`src/rtl/fetch_pkg.sv`:
```
// fetch_pkg: shared definitions for the instruction fetch front-end.
//   XLEN          default address/data width
//   INSTR_BYTES   fetch stride in bytes
//   fetch_entry_t {pc, instr} pair handed to decode
//   cnt_width()   width of a counter able to hold 0..depth
package fetch_pkg;

    localparam int unsigned XLEN        = 32;
    localparam int unsigned INSTR_BYTES = 4;

    typedef struct packed {
        logic [XLEN-1:0] pc;
        logic [XLEN-1:0] instr;
    } fetch_entry_t;

    function automatic int unsigned cnt_width(input int unsigned depth);
        return $clog2(depth + 1);
    endfunction

endpackage

```
`src/rtl/fetch_fifo.sv`:
```
// fetch_fifo: generic synchronous FIFO with registered storage.
// Ports:
//   clk, reset  clock, synchronous active-high reset
//   push, wdata write request and data (ignored when full)
//   pop         read request (ignored when empty); rdata shows the head
//   flush       empties the FIFO; has priority over push/pop
//   full, empty status flags
//   count       number of stored entries
module fetch_fifo
    import fetch_pkg::*;
#(
    parameter int unsigned WIDTH = 32,
    parameter int unsigned DEPTH = 4
) (
    input  logic                        clk,
    input  logic                        reset,
    input  logic                        push,
    input  logic                        pop,
    input  logic                        flush,
    input  logic [WIDTH-1:0]            wdata,
    output logic [WIDTH-1:0]            rdata,
    output logic                        full,
    output logic                        empty,
    output logic [cnt_width(DEPTH)-1:0] count
);

    localparam int unsigned PTR_W = (DEPTH > 1) ? $clog2(DEPTH) : 1;
    localparam int unsigned CNT_W = cnt_width(DEPTH);

    logic [WIDTH-1:0] mem [DEPTH];
    logic [PTR_W-1:0] rd_ptr;
    logic [PTR_W-1:0] wr_ptr;
    logic             do_push;
    logic             do_pop;

    // Explicit wrap so non-power-of-2 depths work too.
    function automatic logic [PTR_W-1:0] ptr_inc(input logic [PTR_W-1:0] p);
        return (p == PTR_W'(DEPTH - 1)) ? '0 : p + PTR_W'(1);
    endfunction

    assign full    = (count == CNT_W'(DEPTH));
    assign empty   = (count == '0);
    assign do_push = push && !full;
    assign do_pop  = pop && !empty;
    assign rdata   = mem[rd_ptr];

    always_ff @(posedge clk) begin
        if (do_push && !flush) begin
            mem[wr_ptr] <= wdata;
        end
    end

    always_ff @(posedge clk) begin
        if (reset || flush) begin
            rd_ptr <= '0;
            wr_ptr <= '0;
            count  <= '0;
        end else begin
            if (do_push) begin
                wr_ptr <= ptr_inc(wr_ptr);
            end
            if (do_pop) begin
                rd_ptr <= ptr_inc(rd_ptr);
            end
            count <= count + CNT_W'(do_push) - CNT_W'(do_pop);
        end
    end

endmodule

```
`src/rtl/fetch_prefetch_unit.sv`:
```
// fetch_prefetch_unit: instruction fetch front-end with up to MAX_OUTSTANDING
// in-order memory requests and a DEPTH-entry prefetch FIFO feeding decode.
// Ports:
//   clk, reset             clock, synchronous active-high reset
//   proc_req, Add          fetch request and address to memory
//   mem_ready              memory accepts the request this cycle
//   valid, Rdata           in-order memory response
//   instr_o, instr_pc_o    instruction and its PC to decode
//   instr_valid_o          decode output valid
//   instr_ready_i          decode consumes this cycle
//   redirect_i, redirect_pc_i  flush and restart fetch at a new PC
// Build option: define FETCH_BYPASS_EN to forward a response straight to
// decode in the same cycle when the prefetch FIFO is empty.
module fetch_prefetch_unit
    import fetch_pkg::*;
#(
    parameter int unsigned     XLEN            = fetch_pkg::XLEN,
    parameter int unsigned     DEPTH           = 4,
    parameter int unsigned     MAX_OUTSTANDING = 2,
    parameter logic [XLEN-1:0] RESET_PC        = '0
) (
    input  logic            clk,
    input  logic            reset,
    output logic            proc_req,
    input  logic            mem_ready,
    output logic [XLEN-1:0] Add,
    input  logic            valid,
    input  logic [XLEN-1:0] Rdata,
    output logic [XLEN-1:0] instr_o,
    output logic [XLEN-1:0] instr_pc_o,
    output logic            instr_valid_o,
    input  logic            instr_ready_i,
    input  logic            redirect_i,
    input  logic [XLEN-1:0] redirect_pc_i
);

    localparam int unsigned OUT_W = cnt_width(MAX_OUTSTANDING);
    localparam int unsigned CNT_W = cnt_width(DEPTH);

    logic [XLEN-1:0]   fetch_pc;
    logic [OUT_W-1:0]  discard;

    // req_pc tracker: its occupancy is the outstanding-request count.
    logic [XLEN-1:0]   rq_rdata;
    logic              rq_full;
    logic              rq_empty;
    logic [OUT_W-1:0]  outstanding;

    logic [2*XLEN-1:0] pf_rdata;
    logic              pf_full;
    logic              pf_empty;
    logic [CNT_W-1:0]  pf_count;
    logic              pf_push;
    logic              pf_pop;

    logic              accept;
    logic              resp_ok;
    logic              resp_keep;
    logic [CNT_W:0]    credit_sum;
    logic              out_valid;
    logic [2*XLEN-1:0] out_entry;

    assign credit_sum = (CNT_W+1)'(outstanding) + (CNT_W+1)'(pf_count);

    // Credits cover both in-flight words and buffered words, so a returning
    // response always finds room in the prefetch FIFO.
    assign proc_req = !reset && !redirect_i && !rq_full && !pf_full
                      && (credit_sum < (CNT_W+1)'(DEPTH));
    assign Add      = fetch_pc;
    assign accept   = proc_req && mem_ready;

    // A response with nothing outstanding is a protocol error and is ignored.
    assign resp_ok   = valid && !rq_empty;
    assign resp_keep = resp_ok && !redirect_i && (discard == '0);

`ifdef FETCH_BYPASS_EN
    logic bypass;
    assign bypass    = resp_keep && pf_empty;
    assign out_valid = !pf_empty || bypass;
    assign out_entry = pf_empty ? {rq_rdata, Rdata} : pf_rdata;
    assign pf_push   = resp_keep && !(bypass && instr_ready_i);
`else
    assign out_valid = !pf_empty;
    assign out_entry = pf_rdata;
    assign pf_push   = resp_keep;
`endif

    assign instr_valid_o = !reset && out_valid;
    assign instr_pc_o    = instr_valid_o ? out_entry[2*XLEN-1:XLEN] : '0;
    assign instr_o       = instr_valid_o ? out_entry[XLEN-1:0] : '0;

    // Only FIFO-resident words are popped; a bypassed word never entered it.
    assign pf_pop = instr_valid_o && instr_ready_i && !pf_empty;

    always_ff @(posedge clk) begin
        if (reset) begin
            fetch_pc <= RESET_PC;
            discard  <= '0;
        end else if (redirect_i) begin
            // Every request still in flight after this cycle returns stale.
            fetch_pc <= redirect_pc_i;
            discard  <= outstanding - OUT_W'(resp_ok);
        end else begin
            if (accept) begin
                fetch_pc <= fetch_pc + XLEN'(INSTR_BYTES);
            end
            if (resp_ok && (discard != '0)) begin
                discard <= discard - OUT_W'(1);
            end
        end
    end

    fetch_fifo #(
        .WIDTH (XLEN),
        .DEPTH (MAX_OUTSTANDING)
    ) u_req_pc (
        .clk   (clk),
        .reset (reset),
        .push  (accept),
        .pop   (resp_ok),
        .flush (1'b0),
        .wdata (fetch_pc),
        .rdata (rq_rdata),
        .full  (rq_full),
        .empty (rq_empty),
        .count (outstanding)
    );

    fetch_fifo #(
        .WIDTH (2*XLEN),
        .DEPTH (DEPTH)
    ) u_prefetch (
        .clk   (clk),
        .reset (reset),
        .push  (pf_push),
        .pop   (pf_pop),
        .flush (redirect_i),
        .wdata ({rq_rdata, Rdata}),
        .rdata (pf_rdata),
        .full  (pf_full),
        .empty (pf_empty),
        .count (pf_count)
    );

    resp_protocol: assert property (@(posedge clk) disable iff (reset)
        !(valid && rq_empty));

endmodule

```
`config.mk`:
```
export PLATFORM = sky130hd
export DESIGN_NAME = fetch_prefetch_unit
export DESIGN_NICKNAME = d
export VERILOG_FILES = /design/src/rtl/fetch_pkg.sv /design/src/rtl/fetch_fifo.sv /design/src/rtl/fetch_prefetch_unit.sv
export SDC_FILE = /design/constraint.sdc
export NUM_CORES = 1
export LEC_CHECK = 0
export CELL_PAD_IN_SITES_DETAIL_PLACEMENT = 1
export CELL_PAD_IN_SITES_GLOBAL_PLACEMENT = 1
export CORE_UTILIZATION = 50
export DETAILED_ROUTE_END_ITERATION = 8
export PLACE_DENSITY = 0.82
export SYNTH_ARGS = -nofsm -noshare
export SYNTH_HDL_FRONTEND = slang
export SYNTH_SLANG_ARGS = --single-unit
```
`constraint.sdc`:
```
create_clock -name clk -period 6 [get_ports clk]
set_clock_uncertainty 0.2 [all_clocks]
set_input_delay 1.2 -clock clk [delete_from_list [all_inputs] [get_ports clk]]
set_output_delay 1.2 -clock clk [all_outputs]
set_load 0.01 [all_outputs]
```
==> impl_metrics.yaml <==
drt:
  drc_errors: 0
  drt_first_iter_violations: 601
  vias: 7956
  postRouteWirelength_um: 31600
  viasPerCell: 5.59
  drtAntennaViolNets: 0
  wire_per_inst_um: 22.2
  firstDrtPassIters: 4
floorplanning:
  die_area_sq_um: 30000
  pin_count: 168
  die_y_um: 173
  initial_core_util_pct: 50.8
  chipWidth_um: 173
  rows: 62
  core-area_sq_um: 28800
setup_path:
  worstPathCellList: "clkdlybuf4s50_1, or2_2, or3_1, nor3_1, clkdlybuf4s50_1"
  critPathRequiredTime_ps: 4600
  timing.rr.start: "u_prefetch.count[1]$_SDFF_PP0_"
  critPathBufInv: 2
  crit_path_start_kind: "input pin"
  end_kind: "primary output"
  rr_endpoint: "u_prefetch.count[2]$_SDFF_PP0_"
  crit_family: "buffers and inverters"
  critical_path_class: "in2out"
  max_stage_delay_ps: 600
  crit_fanout: 10
  ff2ff_path_depth: 13
  slowest_stage: "clkdlybuf4s50_1"
  cp.arrival_ps: 3350
  r2r_slack_ps: 2820
  cp_common_cell: "clkdlybuf4s50_1"
timing:
  rsz0062_at_grt: "false"
  finalSetupTns_ps: 0
  max_freq_mhz: 210
  relSlewSlack_pct: 30.3
  worst_slew_pin_slew_ps: 1050
  min_period_ps: 4750
  drv_slew: 0
  post-route-period-util_pct: 79.2
  setup_viol: 0
  hold_viol: 0
cells_and_area:
  syn_to_final_growth_pct: 23.3
  fillerInstances: 2529
  fin_util_pct: 62.7
  nets: 1095
  multi_input_area_sq_um: 3820
  seqCellArea_sq_um: 10600
  drive_above_1_share_pct: 17.5
  n_antenna_cell: 0
  stdcell_count: 1424
global_routing:
  grt_pass1_vias: 8509
  grt_antenna_before_repair: 0
  grt.total_usage_pct: 21.5
  grt_start_max_net_pins: 65
  grt_first_pass_wirelength_um: 49200
  gr-total-overflow: 0
power:
  power.density_nw_per_um2: 330
  leakage_nw: 5.87
  ir_worst_vdd_v: 0.000230
synthesis:
  synthArstFlopShare_pct: 0
  synth_edf_count: 320
  yosysUniqueCellTypes: 49
  syn-num-nets: 927
  ys_seq_area_share_pct: 72.2
  yosysWarnings: 0
  avgSynthCellArea_sq_um: 17.4
  ys_ff_latch: 368
  synth_area_sq_um: 14600
  syn_inst: 843
  ys.flop_type: "edfxtp_1"
cts:
  ctsResizeCount: 0
  cts-htree-levels: 2
  clock-root-buffer: "clkbuf_16"
  cts_hold_buf: 0
  cts_buffers: 38
  cts_tree: "yes"
  clk_pin_slew_ps: 60
  clockBufferDepth: 3
  cts_setup_buffers: 0
  clock-sinks: 368
  clock_latency_ps: 520
hold_path:
  holdCritStartpoint: "u_prefetch.rd_ptr[1]$_SDFFE_PP0P_"
  hold_depth: 2
  whs_endpoint: "u_prefetch.rd_ptr[1]$_SDFFE_PP0P_"
  hp-class: "reg2reg"
run_status:
  status: "finished, final reports clean"
flow_run:
  cap_violations: 0
place:
  dp.cells: 1355
  numPortBuffers: 167
  gp_congestion: 0.769
  dpl.hpwl_um: 19200
-- sequential cells by signal, indices dropped and copies added, names as in the netlist, named ones only --
| signal | cells |
|---|---|
| u_prefetch.rd_ptr | 2 |
| u_prefetch.count | 3 |
| Add | 32 |
| u_prefetch.wr_ptr | 2 |
| u_req_pc.wr_ptr | 1 |
| u_req_pc.rd_ptr | 1 |
| u_req_pc.mem | 64 |
| u_prefetch.mem | 256 |
| discard | 2 |
| u_req_pc.count | 2 |
-- layer usage --
| metal | part of all wire, % | vias up | GRT usage, % | wire [um] |
|---|---|---|---|---|
| met3 | 4.6 | 46 | 4.02 | 1470 |
| met5 | 0 | - | 0 | 0 |
| li1 | - | 3615 | - | - |
| met1 | 45 | 4077 | 29.6 | 14200 |
| met4 | 1.8 | 0 | 5.46 | 571 |
| met2 | 49 | 218 | 35.5 | 15400 |
-- kinds of logic after synthesis --
kind of cell,synth area share (%)
adders and majority gates,1.25
xor gates and xnor gates,0.838
and+or+nand+nor,7.76
buffers and inverters,1.81
muxes,13.2
DFF,72.2
AOI/OAI and AO/OA,2.87
-- power by group --
group	internal, W	leakage [nW]	total, W	switching (W)
Combinational	0.000225	1.91	0.000477	0.000252
Sequential	0.00291	3.30	0.00297	0.0000551
Clock	0.00156	0.664	0.00251	0.000947
Total	0.00470	5.87	0.00596	0.00125
-- per-stage QoR --
stage               hold slack [ps]  total power [W]  area [sq um]  worst slack (ps)
floorplan                       262          0.00329         14600              1550
global placement                272          0.00347         16700              1350
detailed placement              293          0.00350         16700              1300
CTS                             303          0.00601         18000              1280
global route                    327          0.00613         18000              1170
finish                          299          0.00596         18000              1250
-- Yosys cell counts, types with 13 or more instances --
library cell / instances / area, sq um
edfxtp_1: 320 / 9610
nor2_1: 38 / 143
mux4_2: 64 / 1440
a21oi_1: 22 / 110
clkbuf_1: 32 / 120
inv_1: 15 / 56.3
dfxtp_1: 48 / 961
nand2_1: 33 / 124
mux2_2: 33 / 372
o21ai_0: 14 / 70.1
ha_1: 13 / 163
and2_1: 74 / 463
-- how the worst max path moves through the flow --
stage	slack, ps	end	cells after the start	from
2_1_floorplan	1550	u_req_pc.mem[0][0]$_DFFE_PP_	5	redirect_i
3_3_place_gp	1350	proc_req	5	reset
3_5_place_dp	1300	proc_req	5	reset
4_1_cts	1280	proc_req	5	reset
5_1_grt	1170	proc_req	5	reset
6_report	1250	proc_req	5	reset
-- worst min-delay path, cell delays in order, from the launching register on --
cell	delay [ps]
dfxtp_1	320
nand2_1	70
a21oi_1	60
-- cell usage in the layout (no fill, tap or decap), types with 6 or more instances in the layout --
master	synthesis	layout
bufinv_16	0	7
and3_1	8	8
inv_1	15	15
clkinv_1	0	6
clkdlybuf4s50_1	0	167
nand3_1	11	11
ha_1	13	13
nand2_1	33	33
a21oi_1	22	22
and2_1	74	70
xor2_1	7	7
clkbuf_16	0	41
nor2_1	38	36
o21ai_0	14	14
edfxtp_1	320	320
a211oi_1	7	7
buf_4	0	8
mux2i_1	6	6
mux2_2	33	33
mux4_2	64	64
xnor2_1	7	7
nor3_1	6	6
dfxtp_1	48	46
and4_1	7	7
a31oi_1	12	12
clkinv_2	1	9
nand4_1	12	12
-- final cells by class --
class                      instances  area share (%)
multi-input combinational        411            21.2
clock inverter                    22            1.55
clock buffer                      47            5.92
tap                              384            2.66
inverter                          16           0.340
timing repair buffer             176            9.71
sequential                       368            58.6
(Power assumes the default switching activity.)
==> edit, RTL diff (same settings) <==
`DEPTH` is set to 4 in 2 places; all go to 8.
--- a/src/rtl/fetch_fifo.sv
+++ b/src/rtl/fetch_fifo.sv
@@ -11,5 +11,5 @@
 #(
     parameter int unsigned WIDTH = 32,
-    parameter int unsigned DEPTH = 4
+    parameter int unsigned DEPTH = 8
 ) (
     input  logic                        clk,
--- a/src/rtl/fetch_prefetch_unit.sv
+++ b/src/rtl/fetch_prefetch_unit.sv
@@ -16,5 +16,5 @@
 #(
     parameter int unsigned     XLEN            = fetch_pkg::XLEN,
-    parameter int unsigned     DEPTH           = 4,
+    parameter int unsigned     DEPTH           = 8,
     parameter int unsigned     MAX_OUTSTANDING = 2,
     parameter logic [XLEN-1:0] RESET_PC        = '0
Check against the original RTL: not equivalent (Yosys sat finds a counterexample within 10 cycles, from zero or initial values and one cycle with reset high).
==> edit against the original RTL <==
Wire length up 83%. Highest routed layer unchanged. Sequential cell count up 260. Via count up 64%. Global-route usage up 2.0 points. Sequential share of layout area up 3.8 points. Final area up 63%. Power up 60%. Setup slack worse by 240 ps. Area after synthesis up 69%.
==> edit: results (changes against the original RTL) <==
status=finished clean (unchanged); Avg Vias per Cell=5.91 (was 5.59); worst-path fanout max=65 (was 10); clk_lat worst skew=600 ps (was 520 ps); Iteration-0 DRC Markers=889 (was 601); DR WL/cell=26.2 um (was 22.2 um); register-to-register setup slack=2580 ps (was 2820 ps); hold crit path type=reg -> reg (unchanged); fraction of registers with async set/reset=0% (unchanged); Max IR drop VDD=0.000173 V (was 0.000230 V); hold_sp=u_prefetch.rd_ptr[0] (was u_prefetch.rd_ptr[1]); Final nets=1587 (was 1095); Tightest Pin Transition=1150 ps (was 1050 ps); Synth top cells by count=576 x edfxtp_1, 128 x mux4_2, 91 x nor2_1 (was 320 x edfxtp_1, 74 x and2_1, 64 x mux4_2); Seq/Total Area, Yosys=74.2% (was 72.2%); share of layout cells above drive strength 1=19.4% (was 17.5%); M2 GR Usage=39.8% (was 35.5%); Slowest-stage cell, CP=nand2_4 (was clkdlybuf4s50_1); Critical R2R Launch=u_prefetch.count[2] (was u_prefetch.count[1]); first-pass GRT wire length=86.9 mm (was 49.2 mm); post-synthesis net count=1388 (was 927); Final GP Congestion=0.802 (was 0.769); worst r2r path cells=8 (was 13); CTS Buf Count=66 (was 38); largest cells by area after synthesis=edfxtp_1 70%, mux4_2 12%, dfxtp_1 4.2% (was edfxtp_1 66%, mux4_2 9.9%, dfxtp_1 6.6%); H-tree Lvls=3 (was 2); FF-to-FF End=u_prefetch.mem[2][62] (was u_prefetch.count[2]); vias in the first global route=14100 (was 8509); Post-synth EDFFs=576 (was 320); flip-flop count of the largest register after layout=512 (was 256); final non-filler cell total=2212 (was 1424); met1 GRT Util=31.8% (was 29.6%); GRT Overall Usage=23.5% (was 21.5%); Static Leak=9.11 nW (was 5.87 nW); # placed instances=2096 (was 1355); Post-Synthesis Cells=1301 (was 843); Post-DP Area=27400 um2 (was 16700 um2); largest net degree at the start of global routing=68 (was 65); DP HPWL=33.7 mm (was 19.2 mm); synth unique cells=65 (was 49); met3 usage=3.70% (was 4.02%)
-- edit: cell type report --
class | count | area, um2
fillers | 4285 | 19400
repair buffers | 196 | 2040
flip-flops and latches | 628 | 18400
clock inverters | 31 | 244
clock buffers | 85 | 1770
multi-input cells | 586 | 6100
inverters | 22 | 82.6
well taps | 664 | 831
-- edit: power breakdown --
group,total [mW],switching [mW],internal (mW)
logic,0.659,0.372,0.287
registers,5.06,0.103,4.96
clock network,3.81,1.64,2.18
-- edit: stage by stage --
step	worst slack [ps]	TNS, ps	hold slack (ps)	util [%]
after global routing	888	0	321	60.2
after floorplan	-1490	-387340	262	-
after detailed placement	973	0	292	56.1
after global placement	1080	0	270	56.1
after CTS	964	0	294	60.2
final	1010	0	292	60.2
-- edit: layer usage --
metal / vias to the layer above / wire length (um)
met5: - / 0
met2: 440 / 29300
met3: 53 / 3010
met1: 6903 / 24600
li1: 5667 / -
met4: 0 / 941
-- edit: critical path: cells and delay by family --
| family | cells | cell delay (ps) |
|---|---|---|
| buffers and inverters | 4 | 1790 |
| and+or+nand+nor | 1 | 600 |
-- edit: logic make-up after synthesis --
logic type	Yosys count	share of synthesized area, %
flip-flops	628	74.2
adder cells (fa/ha/maj)	17	0.891
AO/OA/AOI/OAI	104	3.06
buffers and inverters	87	1.38
XOR/XNOR	9	0.319
multiplexers	227	15.8
AND/OR/NAND/NOR	229	4.28
-- edit: worst max-delay path by stage --
stage	startpoint	endpoint	slack, ps	depth (start not counted)
6_report	reset	instr_valid_o	1010	5
5_1_grt	reset	instr_pc_o[7]	890	5
4_1_cts	reset	instr_o[27]	960	5
3_5_place_dp	reset	instr_o[27]	970	5
3_3_place_gp	reset	instr_valid_o	1080	5
2_1_floorplan	valid	u_prefetch.mem[5][0]	-1490	6
